<file path="src/rtl/uart_param_pkg.sv">
// Shared types and helpers for the parametrised UART core.
// Parity modes, FSM encodings and frame-length arithmetic.
package uart_pkg;

  localparam int PAR_NONE = 0;
  localparam int PAR_ODD  = 1;
  localparam int PAR_EVEN = 2;

  typedef enum logic [2:0] {
    TX_IDLE,
    TX_START,
    TX_DATA,
    TX_PARITY,
    TX_STOP
  } tx_state_t;

  typedef enum logic [2:0] {
    RX_IDLE,
    RX_START,
    RX_DATA,
    RX_PARITY,
    RX_STOP
  } rx_state_t;

  function automatic int frame_bits(
    input int db,
    input int par,
    input int sb
  );
    return 1 + db + ((par != PAR_NONE) ? 1 : 0) + sb;
  endfunction

  // Zero-padding to 9 bits leaves the XOR unchanged.
  function automatic logic parity_bit(
    input logic [8:0] d,
    input int         par
  );
    return (par == PAR_ODD) ? ~(^d) : (^d);
  endfunction

endpackage

</file>
<file path="src/rtl/uart_param_if.sv">
// User-side bundle of the UART: transmit request and receive report.
// master = user logic, slave = UART core.
interface uart_param_if #(
  parameter int DATA_BITS = 8
);
  logic                 tx_start;
  logic [DATA_BITS-1:0] tx_data;
  logic                 tx_busy;
  logic [DATA_BITS-1:0] rx_data;
  logic                 rx_done;
  logic                 rx_parity_err;
  logic                 rx_frame_err;

  modport master (
    output tx_start, tx_data,
    input  tx_busy, rx_data, rx_done,
    input  rx_parity_err, rx_frame_err
  );

  modport slave (
    input  tx_start, tx_data,
    output tx_busy, rx_data, rx_done,
    output rx_parity_err, rx_frame_err
  );
endinterface

</file>
<file path="src/rtl/uart_param_rx.sv">
// UART receiver: 2-flop synchroniser, falling-edge start detect,
// mid-bit sampling FSM with parity and framing checks.
module uart_param_rx
  import uart_pkg::*;
#(
  parameter int CLKS_PER_BIT = 868,
  parameter int DATA_BITS    = 8,
  parameter int PARITY       = 0,
  parameter int STOP_BITS    = 1
) (
  input  logic                 clk,
  input  logic                 reset,
  input  logic                 rx,
  output logic [DATA_BITS-1:0] rx_data,
  output logic                 rx_done,
  output logic                 rx_parity_err,
  output logic                 rx_frame_err
);
  localparam int CW = $clog2(CLKS_PER_BIT);
  localparam int BW = $clog2(DATA_BITS + 1);
  localparam logic [CW-1:0] BIT_END  = CW'(CLKS_PER_BIT - 1);
  localparam logic [CW-1:0] HALF_END = CW'(CLKS_PER_BIT / 2 - 1);
  localparam logic [BW-1:0] DATA_END = BW'(DATA_BITS - 1);
  localparam logic [BW-1:0] STOP_END = BW'(STOP_BITS - 1);

  rx_state_t            st;
  logic                 s1, s2, s3;
  logic                 fall;
  logic                 bit_end;
  logic [CW-1:0]        cnt;
  logic [BW-1:0]        bits;
  logic [DATA_BITS-1:0] sh;
  logic                 pbit;
  logic                 ferr;

  assign fall    = s3 & ~s2;
  assign bit_end = (cnt == BIT_END);

  always_ff @(posedge clk) begin
    if (reset) begin
      s1            <= 1'b1;
      s2            <= 1'b1;
      s3            <= 1'b1;
      st            <= RX_IDLE;
      cnt           <= '0;
      bits          <= '0;
      sh            <= '0;
      pbit          <= 1'b0;
      ferr          <= 1'b0;
      rx_data       <= '0;
      rx_done       <= 1'b0;
      rx_parity_err <= 1'b0;
      rx_frame_err  <= 1'b0;
    end else begin
      s1      <= rx;
      s2      <= s1;
      s3      <= s2;
      rx_done <= 1'b0;
      unique case (st)
        RX_IDLE: begin
          cnt <= '0;
          if (fall) st <= RX_START;
        end
        RX_START: begin
          if (cnt == HALF_END) begin
            cnt  <= '0;
            bits <= '0;
            ferr <= 1'b0;
            // Line back high at half-bit: a glitch, not a start bit.
            st   <= s2 ? RX_IDLE : RX_DATA;
          end else begin
            cnt <= cnt + 1'b1;
          end
        end
        RX_DATA: begin
          if (bit_end) begin
            cnt <= '0;
            sh  <= {s2, sh[DATA_BITS-1:1]};
            if (bits == DATA_END) begin
              bits <= '0;
              st   <= (PARITY != PAR_NONE) ? RX_PARITY : RX_STOP;
            end else begin
              bits <= bits + 1'b1;
            end
          end else begin
            cnt <= cnt + 1'b1;
          end
        end
        RX_PARITY: begin
          if (bit_end) begin
            cnt  <= '0;
            pbit <= s2;
            st   <= RX_STOP;
          end else begin
            cnt <= cnt + 1'b1;
          end
        end
        RX_STOP: begin
          if (bit_end) begin
            cnt <= '0;
            if (bits == STOP_END) begin
              rx_done       <= 1'b1;
              rx_data       <= sh;
              rx_frame_err  <= ferr | ~s2;
              rx_parity_err <= (PARITY != PAR_NONE) &&
                (pbit != parity_bit(9'(sh), PARITY));
              st            <= RX_IDLE;
            end else begin
              ferr <= ferr | ~s2;
              bits <= bits + 1'b1;
            end
          end else begin
            cnt <= cnt + 1'b1;
          end
        end
        default: st <= RX_IDLE;
      endcase
    end
  end

endmodule

</file>
<file path="src/rtl/uart_param.sv">
// Parametrised full-duplex UART: inline transmitter FSM plus the
// uart_param_rx receiver; TX and RX run independently.
module uart_param
  import uart_pkg::*;
#(
  parameter int CLKS_PER_BIT = 868,
  parameter int DATA_BITS    = 8,
  parameter int PARITY       = 0,
  parameter int STOP_BITS    = 1
) (
  input  logic       clk,
  input  logic       reset,
  input  logic       rx,
  output logic       tx,
  uart_param_if.slave bus
);
  localparam int CW = $clog2(CLKS_PER_BIT);
  localparam int BW = $clog2(DATA_BITS + 1);
  localparam logic [CW-1:0] BIT_END  = CW'(CLKS_PER_BIT - 1);
  localparam logic [BW-1:0] DATA_END = BW'(DATA_BITS - 1);
  localparam logic [BW-1:0] STOP_END = BW'(STOP_BITS - 1);

  tx_state_t            st;
  logic [CW-1:0]        cnt;
  logic [BW-1:0]        bits;
  logic [DATA_BITS-1:0] sh;
  logic                 par;
  logic                 busy;
  logic                 bit_end;

  assign bit_end     = (cnt == BIT_END);
  assign bus.tx_busy = busy;

  always_ff @(posedge clk) begin
    if (reset) begin
      st   <= TX_IDLE;
      cnt  <= '0;
      bits <= '0;
      sh   <= '0;
      par  <= 1'b0;
      tx   <= 1'b1;
      busy <= 1'b0;
    end else begin
      cnt <= (st == TX_IDLE || bit_end) ? '0 : cnt + 1'b1;
      unique case (st)
        TX_IDLE: begin
          tx <= 1'b1;
          if (bus.tx_start) begin
            sh   <= bus.tx_data;
            par  <= parity_bit(9'(bus.tx_data), PARITY);
            tx   <= 1'b0;
            busy <= 1'b1;
            st   <= TX_START;
          end
        end
        TX_START: begin
          if (bit_end) begin
            tx   <= sh[0];
            bits <= '0;
            st   <= TX_DATA;
          end
        end
        TX_DATA: begin
          if (bit_end) begin
            if (bits == DATA_END) begin
              bits <= '0;
              if (PARITY != PAR_NONE) begin
                tx <= par;
                st <= TX_PARITY;
              end else begin
                tx <= 1'b1;
                st <= TX_STOP;
              end
            end else begin
              bits <= bits + 1'b1;
              sh   <= sh >> 1;
              tx   <= sh[1];
            end
          end
        end
        TX_PARITY: begin
          if (bit_end) begin
            tx <= 1'b1;
            st <= TX_STOP;
          end
        end
        TX_STOP: begin
          if (bit_end) begin
            if (bits == STOP_END) begin
              busy <= 1'b0;
              st   <= TX_IDLE;
            end else begin
              bits <= bits + 1'b1;
            end
          end
        end
        default: st <= TX_IDLE;
      endcase
    end
  end

  uart_param_rx #(
    .CLKS_PER_BIT (CLKS_PER_BIT),
    .DATA_BITS    (DATA_BITS),
    .PARITY       (PARITY),
    .STOP_BITS    (STOP_BITS)
  ) u_rx (
    .clk           (clk),
    .reset         (reset),
    .rx            (rx),
    .rx_data       (bus.rx_data),
    .rx_done       (bus.rx_done),
    .rx_parity_err (bus.rx_parity_err),
    .rx_frame_err  (bus.rx_frame_err)
  );

endmodule

</file>
<file path="src/flat_wrapper.sv">
// flat-port wrapper written by rule: the top's interface ports become plain ports
module uart_param_flat import uart_pkg::*;
#(
  parameter int CLKS_PER_BIT = 868,
  parameter int DATA_BITS    = 8,
  parameter int PARITY       = 0,
  parameter int STOP_BITS    = 1
)
  (clk, reset, rx, tx, bus_tx_start, bus_tx_data, bus_tx_busy, bus_rx_data, bus_rx_done, bus_rx_parity_err, bus_rx_frame_err);
  uart_param_if #(.DATA_BITS(DATA_BITS)) bus_i ();
  input  logic clk;
  input  logic reset;
  input  logic rx;
  output logic tx;
  input wire logic [$bits(bus_i.tx_start)-1:0] bus_tx_start;
  input wire logic [$bits(bus_i.tx_data)-1:0] bus_tx_data;
  output wire logic [$bits(bus_i.tx_busy)-1:0] bus_tx_busy;
  output wire logic [$bits(bus_i.rx_data)-1:0] bus_rx_data;
  output wire logic [$bits(bus_i.rx_done)-1:0] bus_rx_done;
  output wire logic [$bits(bus_i.rx_parity_err)-1:0] bus_rx_parity_err;
  output wire logic [$bits(bus_i.rx_frame_err)-1:0] bus_rx_frame_err;
  assign bus_i.tx_start = bus_tx_start;
  assign bus_i.tx_data = bus_tx_data;
  assign bus_tx_busy = bus_i.tx_busy;
  assign bus_rx_data = bus_i.rx_data;
  assign bus_rx_done = bus_i.rx_done;
  assign bus_rx_parity_err = bus_i.rx_parity_err;
  assign bus_rx_frame_err = bus_i.rx_frame_err;
  uart_param #(.CLKS_PER_BIT(CLKS_PER_BIT), .DATA_BITS(DATA_BITS), .PARITY(PARITY), .STOP_BITS(STOP_BITS)) u_core (.clk(clk), .reset(reset), .rx(rx), .tx(tx), .bus(bus_i));
endmodule
</file>
<file path="config.mk">
export PLATFORM = sky130hd
export DESIGN_NAME = uart_param_flat
export DESIGN_NICKNAME = d
export VERILOG_FILES = /design/src/rtl/uart_param_pkg.sv /design/src/rtl/uart_param_if.sv /design/src/rtl/uart_param_rx.sv /design/src/rtl/uart_param.sv /design/src/flat_wrapper.sv
export SDC_FILE = /design/constraint.sdc
export NUM_CORES = 1
export LEC_CHECK = 0
export CAP_MARGIN = 20
export CORE_UTILIZATION = 50
export DETAILED_ROUTE_END_ITERATION = 6
export DONT_BUFFER_PORTS = 1
export PLACE_DENSITY = 0.75
export SYNTH_ARGS = -nofsm -noshare
export SYNTH_HDL_FRONTEND = slang
export SYNTH_SLANG_ARGS = --single-unit
</file>
<file path="constraint.sdc">
create_clock -name clk -period 2.72 [get_ports clk]
set_input_delay 0.816 -clock clk [delete_from_list [all_inputs] [get_ports clk]]
set_output_delay 0.816 -clock clk [all_outputs]
set_load 0.1 [all_outputs]
</file>
==> results of run 1 <==
-- power groups by stage --
stage / clock (W) / sequential (W) / combinational (W)
floorplan: 0 / 0.00105 / 0.000131
global placement: 0 / 0.00104 / 0.000134
detailed placement: 0 / 0.00104 / 0.000137
CTS: 0.000952 / 0.00102 / 0.000138
global route: 0.000992 / 0.00103 / 0.000153
finish: 0.000935 / 0.00102 / 0.000137
-- sequential cells by signal (all words and copies together) (netlist names), 3 cells and up --
| name | cells |
|---|---|
| u_core.bits | 4 |
| u_core.cnt | 10 |
| u_core.sh | 8 |
| u_core.st | 3 |
| u_core.u_rx.bits | 4 |
| u_core.u_rx.cnt | 10 |
| u_core.u_rx.rx_data | 8 |
| u_core.u_rx.sh | 8 |
| u_core.u_rx.st | 3 |
-- path summary, 6_finish.rpt --
kind	slack, ns	startpoint	cells past startpoint	endpoint
worst max-delay path	0.44	u_core.u_rx.cnt[0]$_SDFFE_PP0P_	6	u_core.u_rx.sh[1]$_SDFFE_PP0P_
worst min-delay path	0.41	u_core.u_rx.s1$_SDFF_PP1_	1	u_core.u_rx.s2$_SDFF_PP1_
worst max register to register	0.44	u_core.u_rx.cnt[0]$_SDFFE_PP0P_	6	u_core.u_rx.sh[1]$_SDFFE_PP0P_
worst min register to register	0.41	u_core.u_rx.s1$_SDFF_PP1_	1	u_core.u_rx.s2$_SDFF_PP1_
-- area by class of cell --
cell class / count / area (um^2) / area share
Timing Repair Buffer: 15 / 113 / 0.0318
Tap cell: 77 / 96.3 / 0.0272
Multi-Input combinational cell: 262 / 1750 / 0.495
Clock buffer: 10 / 138 / 0.0389
Inverter: 8 / 30.0 / 0.00848
Clock inverter: 6 / 90.1 / 0.0254
Sequential cell: 66 / 1320 / 0.373
-- metal layers --
metal  track usage  vias to the layer above
li1              -                     1295
met1         0.252                     1210
met2         0.290                       43
met3        0.0363                        9
met4        0.0879                        0
met5             0                        -
-- cells in the mapped netlist, types with 2 or more instances --
library cell,instances
sky130_fd_sc_hd__a211oi_1,9
sky130_fd_sc_hd__a21oi_1,22
sky130_fd_sc_hd__a221o_1,2
sky130_fd_sc_hd__a311oi_1,2
sky130_fd_sc_hd__a31oi_1,6
sky130_fd_sc_hd__and2_1,4
sky130_fd_sc_hd__and3_1,4
sky130_fd_sc_hd__buf_2,6
sky130_fd_sc_hd__buf_6,5
sky130_fd_sc_hd__clkbuf_1,5
sky130_fd_sc_hd__clkbuf_8,2
sky130_fd_sc_hd__dfxtp_1,66
sky130_fd_sc_hd__ha_1,7
sky130_fd_sc_hd__inv_1,8
sky130_fd_sc_hd__mux2i_1,28
sky130_fd_sc_hd__nand2_1,16
sky130_fd_sc_hd__nand2b_1,5
sky130_fd_sc_hd__nand3_1,13
sky130_fd_sc_hd__nand3b_1,3
sky130_fd_sc_hd__nand4_1,4
sky130_fd_sc_hd__nor2_1,55
sky130_fd_sc_hd__nor2b_1,3
sky130_fd_sc_hd__nor3_1,6
sky130_fd_sc_hd__nor3b_1,9
sky130_fd_sc_hd__nor4_1,2
sky130_fd_sc_hd__o21a_1,2
sky130_fd_sc_hd__o21ai_0,9
sky130_fd_sc_hd__o31ai_1,4
sky130_fd_sc_hd__or2_2,4
sky130_fd_sc_hd__or3_1,5
sky130_fd_sc_hd__or3b_1,2
sky130_fd_sc_hd__xnor2_1,5
sky130_fd_sc_hd__xor2_1,3
-- logic make-up after synthesis --
group | count (synthesis) | synth area share
buffers and inverters | 28 | 0.0551
other | 1 | 0.00115
muxes | 28 | 0.0863
and+or+nand+nor | 148 | 0.252
xor gates and xnor gates | 8 | 0.0216
AOI/OAI and AO/OA | 70 | 0.151
adders and majority gates | 7 | 0.0270
DFF | 66 | 0.407
-- worst register-to-register path, cell delays in order (launching register included) --
cell,delay [ns]
sky130_fd_sc_hd__dfxtp_1,0.41
sky130_fd_sc_hd__ha_1,0.31
sky130_fd_sc_hd__nand4bb_4,0.14
sky130_fd_sc_hd__or2_1,0.34
sky130_fd_sc_hd__nor4_4,0.66
sky130_fd_sc_hd__mux2i_1,0.27
sky130_fd_sc_hd__nor2_1,0.05
-- cells in the final DEF (no fill, tap or decap), drive strengths merged, types with 5 or more instances in the layout --
cell type	instances
a211oi	9
a21oi	23
a31oi	6
nor3b	9
nor3	7
inv	8
o21ai	9
clkbuf	10
nand2	16
xnor2	5
mux2i	28
nand2b	5
nand3	13
or3	5
or2	5
dfxtp	66
ha	7
buf	15
nor2	55
-- per-stage QoR --
step           setup slack (ns)  hold WS, ns
3_5_place_dp              0.442        0.398
6_report                  0.443        0.413
4_1_cts                   0.409        0.415
5_1_grt                   0.258        0.429
3_3_place_gp              0.526        0.392
2_1_floorplan             0.640        0.389
==> results.yml, run 1 <==
clocking:
  worst_setup_hold_path_clk_slew_ns: 0.07
  cts_max_path_buffers: 2
  tritoncts: "yes"
  clock_buffer_count_from_cts: 9
  clk_latency_ns: 0.34
  post_cts.resized_instances: 0
  clock_sink_count: 66
  hold_buffers: 0
  clockRootBuffer: "sky130_fd_sc_hd__clkbuf_8"
  cts_setup_buffers: 0
  cts.htree.levels: 3
finish:
  final.fill_count: 601
  final_cell_area_um2: 3540
  finalCoreUtilization: 0.561
  number_of_inserted_diodes: 0
  drive_gt1_frac: 0.128
  layout.nets: 381
  final-instance-count-excl-fill: 444
  area.growth.synth_to_final_pct: 9.05
route:
  topRoutingLayerUsed: "met4"
  number_of_drc_markers_in_iteration_0: 181
  vias: 2557
  met2_wirelength_um: 2670
  detail_route.vias_per_cell: 5.76
  drc: 0
  drt_pass1_iterations: 4
  detail_route.wirelength.met1_um: 3010
  antenna_violating_nets_post_route: 0
  route.detailed.wl_per_inst_um: 13.4
  route.final.wire_length_um: 5940
  routed-wl-met3_um: 154
power:
  p_leak_nw: 1.20
  combPwrFrac: 0.066
  power.density_nw_per_um2: 591
  p_sw_frac: 0.244
  max-vdd-ir-drop_uv: 503
  netSwitchingPower_w: 0.000510
  totalPowerFinal_w: 0.00209
  seq_power_share: 0.488
  pwr-share-clk: 0.446
  p_int_w: 0.00158
die:
  die_area_um2: 6820
  floorplan.initialDensity: 0.514
  die_w_um: 82.6
  io_pins: 25
  chipHeight_um: 82.6
  fp_rows: 29
  area_of_the_core_um2: 6310
setup_path:
  setup.worst_path.start_class: "register"
  critPathSlowestCell: "sky130_fd_sc_hd__nor4_4"
  critical_path.max_fanout: 8
  critPathKind: "reg -> reg"
  critPathArrivalTime_ns: 2.51
  cp.required_ns: 2.96
  timing.critical_path.to_type: "register"
  critical_path.cell_chain: "ha_1 > nand4bb_4 > or2_1 > nor4_4 > mux2i_1 > nor2_1"
  crit_family: "simple AND/OR/NAND/NOR gates"
  timing.critical_path.buf_inv: 0
  timing.critical_path.slowest_cell_delay_ns: 0.66
placement:
  placedCellCount: 428
  count_of_input_and_output_buffers: 0
  placedInstanceArea_um2: 3310
  place_congestion: 0.833
  hpwlAfterDp_um: 4000
yosys:
  yosys_register_bits: 66
  syn_inst: 356
  async_reset_ff_frac: 0
  yosysUniqueCellTypes: 63
  yosys.area.top_type: "sky130_fd_sc_hd__dfxtp_1"
  yosysTopAreaCellShare: 0.407
  post_synth.cell_area_avg_um2: 9.12
  mapped_area_um2: 3250
  synth_edf_count: 0
  postSynth.topFlopCell: "sky130_fd_sc_hd__dfxtp_1"
  syn-num-nets: 375
  synth_warnings: 0
  netlist_top_cells_area: "sky130_fd_sc_hd__dfxtp_1, sky130_fd_sc_hd__mux2i_1, sky130_fd_sc_hd__nor2_1"
  sequential_cell_area_fraction_in_the_yosys_report: 0.407
sta:
  post-route-period-util: 0.837
  report.final.setup_viol: 0
  rsz0062_at_grt: "false"
  fin_skew_ns: 0.00784
  achievable-frequency_mhz: 439
  timing.final.max_slew_violations: 0
  max_slew_margin: 0.501
  final_hold_viol_count: 0
  tightest_slew_ns: 0.742
  timing.setup.tns_ns: 0
  final.min_clock_period_ns: 2.28
grt:
  grt_antenna_before_repair: 0
  grt_start_max_net_pins: 52
  grt_overflow: 0
  grt_usage: 0.188
  grt_pass1_wl_um: 9830
  grt_pass1_vias: 2179
min_path:
  hp-class: "reg -> reg"
run_status:
  outcome: "finished, final reports clean"
job:
  max-cap-violations: 0
(Power assumes the default switching activity.)
==> run 2: changes to the inputs <==
==> constraint.sdc (replaced) <==
create_clock -name clk -period 2.3 [get_ports clk]
set_input_delay 0.69 -clock clk [delete_from_list [all_inputs] [get_ports clk]]
set_output_delay 0.69 -clock clk [all_outputs]
set_load 0.1 [all_outputs]
==> run 2 against run 1 <==
Net effect:
- critical path depth increased by 1
- clock skew grew 0.0014 ns
- largest cell class unchanged
- largest power group unchanged
- hold slack got worse by 0.0040 ns
==> results.yml, run 2 (synthesized netlist as in run 1, its figures left out) <==
finish:
  number_of_inserted_diodes: 0
  final-instance-count-excl-fill: 454
  largest_registers: "u_core.cnt x10, u_core.u_rx.cnt x10"
  layout.cells.most_common_list: "sky130_fd_sc_hd__dfxtp_1, sky130_fd_sc_hd__nor2_1, sky130_fd_sc_hd__mux2i_1, sky130_fd_sc_hd__buf_4, sky130_fd_sc_hd__a21oi_1"
  layout.nets: 391
  finalCoreUtilization: 0.569
  area.growth.synth_to_final_pct: 10.5
  drive_gt1_frac: 0.151
  layout_commonest_cell: "sky130_fd_sc_hd__dfxtp_1"
placement:
  count_of_input_and_output_buffers: 0
  place_congestion: 0.868
  hpwlAfterDp_um: 4190
  placedCellCount: 438
job:
  max-cap-violations: 0
power:
  seq_power_share: 0.504
  netSwitchingPower_w: 0.000620
  combPwrFrac: 0.082
  max-vdd-ir-drop_uv: 376
  p_leak_nw: 1.24
  p_int_w: 0.00175
  pwr-share-clk: 0.414
  power.density_nw_per_um2: 660
  p_sw_frac: 0.262
die:
  io_pins: 25
  area_of_the_core_um2: 6310
  floorplan.initialDensity: 0.514
  fp_rows: 29
  die_area_um2: 6820
  die_w_um: 82.6
  chipHeight_um: 82.6
clocking:
  clock_sink_count: 66
  cts_max_path_buffers: 2
  post_cts.resized_instances: 0
  tritoncts: "yes"
  hold_buffers: 0
  clockRootBuffer: "sky130_fd_sc_hd__clkbuf_8"
  clk_latency_ns: 0.34
  cts_setup_buffers: 0
  cts.htree.levels: 3
  worst_setup_hold_path_clk_slew_ns: 0.08
  clock_buffer_count_from_cts: 9
setup_path:
  timing.critical_path.to_type: "register"
  depth_of_the_worst_register_to_register_path: 7
  critPathKind: "reg -> reg"
  setup.worst_path.start: "u_core.u_rx.cnt[0]$_SDFFE_PP0P_"
  r2r-start: "u_core.u_rx.cnt[0]$_SDFFE_PP0P_"
  cp.required_ns: 2.53
  critical_path.max_fanout: 10
  critical_path.endpoint: "u_core.u_rx.rx_data[6]$_SDFFE_PP0P_"
  setup.worst_path.start_class: "register"
  r2r_setup_slack_ns: 0.19
  critical_path.reg2reg.endpoint: "u_core.u_rx.rx_data[6]$_SDFFE_PP0P_"
  critPathArrivalTime_ns: 2.35
sta:
  post-route-period-util: 0.919
  fin_skew_ns: 0.00927
  final_hold_viol_count: 0
  report.final.setup_viol: 0
  timing.final.max_slew_violations: 0
  final.min_clock_period_ns: 2.11
  fin_worst_hold_slack_ns: 0.409
  rsz0062_at_grt: "false"
  timing.setup.tns_ns: 0
  tightest_slew_ns: 0.646
  achievable-frequency_mhz: 473
  max_slew_margin: 0.566
grt:
  grt_use_met2: 0.320
  groute.layer.met1.usage: 0.246
  grt_usage: 0.197
  grt_overflow: 0
  grt_busiest_layer: "met2"
  grt_antenna_before_repair: 0
  grtUsageMet3: 0.0604
  grt_pass1_wl_um: 10300
  grt_start_max_net_pins: 52
  grt_pass1_vias: 2254
route:
  drc: 0
  detail_route.vias_per_cell: 5.65
  vias: 2564
  number_of_drc_markers_in_iteration_0: 154
  drt_pass1_iterations: 4
  antenna_violating_nets_post_route: 0
  route.detailed.wl_per_inst_um: 13.7
  route.final.wire_length_um: 6210
min_path:
  hp-class: "in -> reg"
run_status:
  outcome: "finished, final reports clean"
run 2: cell count changes in the layout (fill, tap and decap cells not counted):
cell	before	now
sky130_fd_sc_hd__buf_4	15	25
sky130_fd_sc_hd__inv_6	0	2
sky130_fd_sc_hd__bufinv_16	2	1
sky130_fd_sc_hd__clkinv_4	2	1
sky130_fd_sc_hd__clkbuf_8	10	9
sky130_fd_sc_hd__clkinvlp_4	1	2
run 2: per-layer routing:
| metal | part of all wire | vias up |
|---|---|---|
| met3 | 0.034 | 7 |
| met4 | 0.0098 | 0 |
| met1 | 0.48 | 1197 |
| met5 | 0 | - |
| li1 | - | 1317 |
| met2 | 0.48 | 43 |
run 2: worst min path at each step:
| stage | start | end | slack (ns) | cells after the start |
|---|---|---|---|---|
| 6_report | reset | u_core.st[0]$_SDFFE_PP0P_ | 0.41 | 1 |
| 5_1_grt | reset | u_core.sh[7]$_SDFFE_PP0P_ | 0.40 | 1 |
| 4_1_cts | reset | u_core.bits[1]$_SDFFE_PP0P_ | 0.39 | 1 |
| 3_5_place_dp | u_core.u_rx.s1$_SDFF_PP1_ | u_core.u_rx.s2$_SDFF_PP1_ | 0.40 | 1 |
| 3_3_place_gp | u_core.u_rx.s1$_SDFF_PP1_ | u_core.u_rx.s2$_SDFF_PP1_ | 0.39 | 1 |
| 2_1_floorplan | u_core.u_rx.s1$_SDFF_PP1_ | u_core.u_rx.s2$_SDFF_PP1_ | 0.39 | 1 |
run 2: per-stage QoR:
step	power, W	worst slack, ns	area [um^2]
3_5_place_dp	0.00141	0.197	3390
4_1_cts	0.00240	0.179	3590
5_1_grt	0.00247	0.0184	3590
6_report	0.00237	0.187	3590
3_3_place_gp	0.00141	0.293	3390
2_1_floorplan	0.00139	0.220	3250
run 2: area by class of cell:
class / instances / area [um^2]
inverters: 8 / 30.0
multi-input cells: 262 / 1750
repair buffers: 25 / 188
clock inverters: 7 / 76.3
fillers: 599 / 2720
well taps: 77 / 96.3
clock buffers: 9 / 124
flip-flops and latches: 66 / 1320
run 2: worst max-delay path, cell delays in order, from the launching register on:
cell and delay (ns):
sky130_fd_sc_hd__dfxtp_1 0.41, sky130_fd_sc_hd__ha_1 0.30, sky130_fd_sc_hd__nand4bb_4 0.14, sky130_fd_sc_hd__or2_1 0.34
sky130_fd_sc_hd__nor4_2 0.26, sky130_fd_sc_hd__buf_4 0.24, sky130_fd_sc_hd__mux2i_1 0.23, sky130_fd_sc_hd__nor2_1 0.06
run 2: power groups by stage:
stage / registers (W) / clock network, W / logic, W
2_1_floorplan: 0.00124 / 0 / 0.000155
3_3_place_gp: 0.00122 / 0 / 0.000188
3_5_place_dp: 0.00122 / 0 / 0.000193
4_1_cts: 0.00119 / 0.00101 / 0.000195
5_1_grt: 0.00120 / 0.00106 / 0.000214
6_report: 0.00119 / 0.000981 / 0.000194
==> RTL edit (config.mk and constraints of run 2) <==
Add an input register stage for `rx`, without a reset; this delays it by one clock. The other inputs are not delayed to match.
--- a/src/rtl/uart_param.sv
+++ b/src/rtl/uart_param.sv
@@ -19,6 +19,12 @@
   localparam logic [CW-1:0] BIT_END  = CW'(CLKS_PER_BIT - 1);
   localparam logic [BW-1:0] DATA_END = BW'(DATA_BITS - 1);
   localparam logic [BW-1:0] STOP_END = BW'(STOP_BITS - 1);
+
+  logic rx_q;
+
+  always_ff @(posedge clk) begin
+    rx_q <= rx;
+  end
 
   tx_state_t            st;
   logic [CW-1:0]        cnt;
@@ -107,7 +113,7 @@
   ) u_rx (
     .clk           (clk),
     .reset         (reset),
-    .rx            (rx),
+    .rx            (rx_q),
     .rx_data       (bus.rx_data),
     .rx_done       (bus.rx_done),
     .rx_parity_err (bus.rx_parity_err),
Formal check against the unedited RTL: same outputs for any inputs over 10 cycles, from zero or initial values and one cycle with reset high; that may be too few to reach the edited logic, so the function may still have changed.
==> RTL edit against run 2 <==
  * Area after synthesis is 0.77% lower
  * Sequential share of layout area increased by 0.71 points
  * Non-clock buffer count shrank 8
  * Worst setup slack gained 0.040 ns
  * Power rose by 0.54%
  * Cell area is 0.42% lower
  * Wire length shrank 0.63%
  * Sequential cell count rose by 1
  * Critical endpoint is now u_core.u_rx.st[1]$_SDFFE_PP0P_
  * Largest power group unchanged
==> RTL edit: results (changes against run 2) <==
antenna-diode-count: 0  # unchanged
cts_inserted_buffers: 9  # unchanged
yosys-top-cells-area: "dfxtp_1, mux2i_1, nor2_1"  # unchanged
grt_use_total_pct: 19.93  # was 19.68%
antenna_found_initial: 0  # unchanged
syn-num-nets: 378  # was 375
hold_path_startpoint: "rx"  # was reset
grt_max_degree: 50  # was 52
ys_seq_area_share_pct: 41.61  # was 40.68%
fin_nets: 391  # unchanged
reg2reg_to: "u_core.u_rx.st[1]$_SDFFE_PP0P_"  # was u_core.u_rx.rx_data[6]$_SDFFE_PP0P_
dp_cells: 436  # was 438
cp-startpoint: "u_core.u_rx.cnt[0]$_SDFFE_PP0P_"  # unchanged
reg2reg_setup_slack_ns: 0.23  # was 0.19 ns
cts_setup_buffers: 0  # unchanged
grt_pass1_wl_um: 10250  # was 10,310 µm
slowest_stage: "or3_1"  # was dfxtp_1
cts_root_buffer: "clkbuf_8"  # unchanged
ir_drop_mv: 0.5840  # was 0.3763 mV
dpl_cell_area_um2: 3368  # was 3390 µm²
max_freq_ghz: 0.4824  # was 0.4734 GHz
worstMarginPinSlew_ns: 0.5523  # was 0.6456 ns
clockBufferDepth: 2  # unchanged
cp_top_family: "simple AND/OR/NAND/NOR gates"  # unchanged
cts_max_level: 3  # unchanged
gp_congestion: 0.8253  # was 0.8677
clock_latency_ns: 0.34  # about the same
grt_pass1_vias: 2288  # was 2,254
fin_skew_ns: 0.006930  # was 0.009269 ns
numPortBuffers: 0  # unchanged
min_path_cells: 0  # was 1
worstPathMaxFanout: 7  # was 10
synth.top_cells.by_count: "dfxtp_1, nor2_1, mux2i_1, nand2_1, nand3_1"  # was dfxtp_1, nor2_1, mux2i_1
avgSynthCellArea_um2: 8.978  # was 9.124 µm²
p_per_area_nw_per_um2: 666.2  # was 659.8 nW/µm²
hold-worst-slack_ns: 0.3698  # was 0.4094 ns
pre_cts_ws_ns: 0.2832  # was 0.1975 ns
hold_end: "u_core.rx_q$_DFF_P_"  # was u_core.st[0]$_SDFFE_PP0P_
yosysUniqueCellTypes: 64  # was 63
async_flop_share_pct: 0  # unchanged
outcome: "complete, no violations"  # unchanged
vias: 2556  # was 2,564
cp-endpoint: "u_core.u_rx.st[1]$_SDFFE_PP0P_"  # was u_core.u_rx.rx_data[6]$_SDFFE_PP0P_
p_leak_nw: 1.315  # was 1.237 nW
routedWlPerCell_um: 13.68  # was 13.67 µm
ctsResizeCount: 0  # unchanged
yosysWarnings: 0  # unchanged
worstHoldPathType: "in2reg"  # unchanged
netSwitchingFraction_pct: 22.86  # was 26.16%
max_stage_delay_ns: 0.44  # was 0.41 ns
worstPathArrival_ns: 2.33  # was 2.35 ns
viasPerCell: 5.667  # was 5.648
r2r_cells: 6  # was 7
reg.largest.list: "u_core.cnt (10), u_core.u_rx.cnt (10)"  # unchanged
drtIter0Drc: 116  # was 154
pg_clk_mw: 1.03  # was 981 µW
fillers: 556  # was 599
dp_hpwl_um: 4276  # was 4187 µm
drive_gt1_share_pct: 13.83  # was 15.12%
## RTL edit: area by class of cell
class | count | area, µm² | area share, %
Clock buffer | 10 | 127.6 | 3.570
Sequential cell | 67 | 1341 | 37.52
Tap cell | 75 | 93.84 | 2.625
Clock inverter | 5 | 78.83 | 2.205
Multi-Input combinational cell | 265 | 1760 | 49.25
Timing Repair Buffer | 17 | 127.6 | 3.570
Inverter | 12 | 45.04 | 1.260
## RTL edit: per-layer routing
layer	GRT usage (%)	up-vias	share of wire (%)
li1	-	1308	-
met1	23.93	1193	46
met2	32.31	46	48
met3	7.582	9	4.5
met4	7.193	0	1.2
met5	0	-	0
## RTL edit: cell families (layout without fill, tap and decap cells)
logic type / count (synthesis) / after routing / share of synthesized area [%]
compound gates: 68 / 68 / 15.84
xor+xnor: 13 / 13 / 3.533
fa+ha+maj: 7 / 7 / 2.717
buf+inv: 27 / 44 / 3.766
flops: 67 / 67 / 41.62
mux: 25 / 25 / 7.764
other cells: 1 / 1 / 0.1163
simple gates: 151 / 151 / 24.65
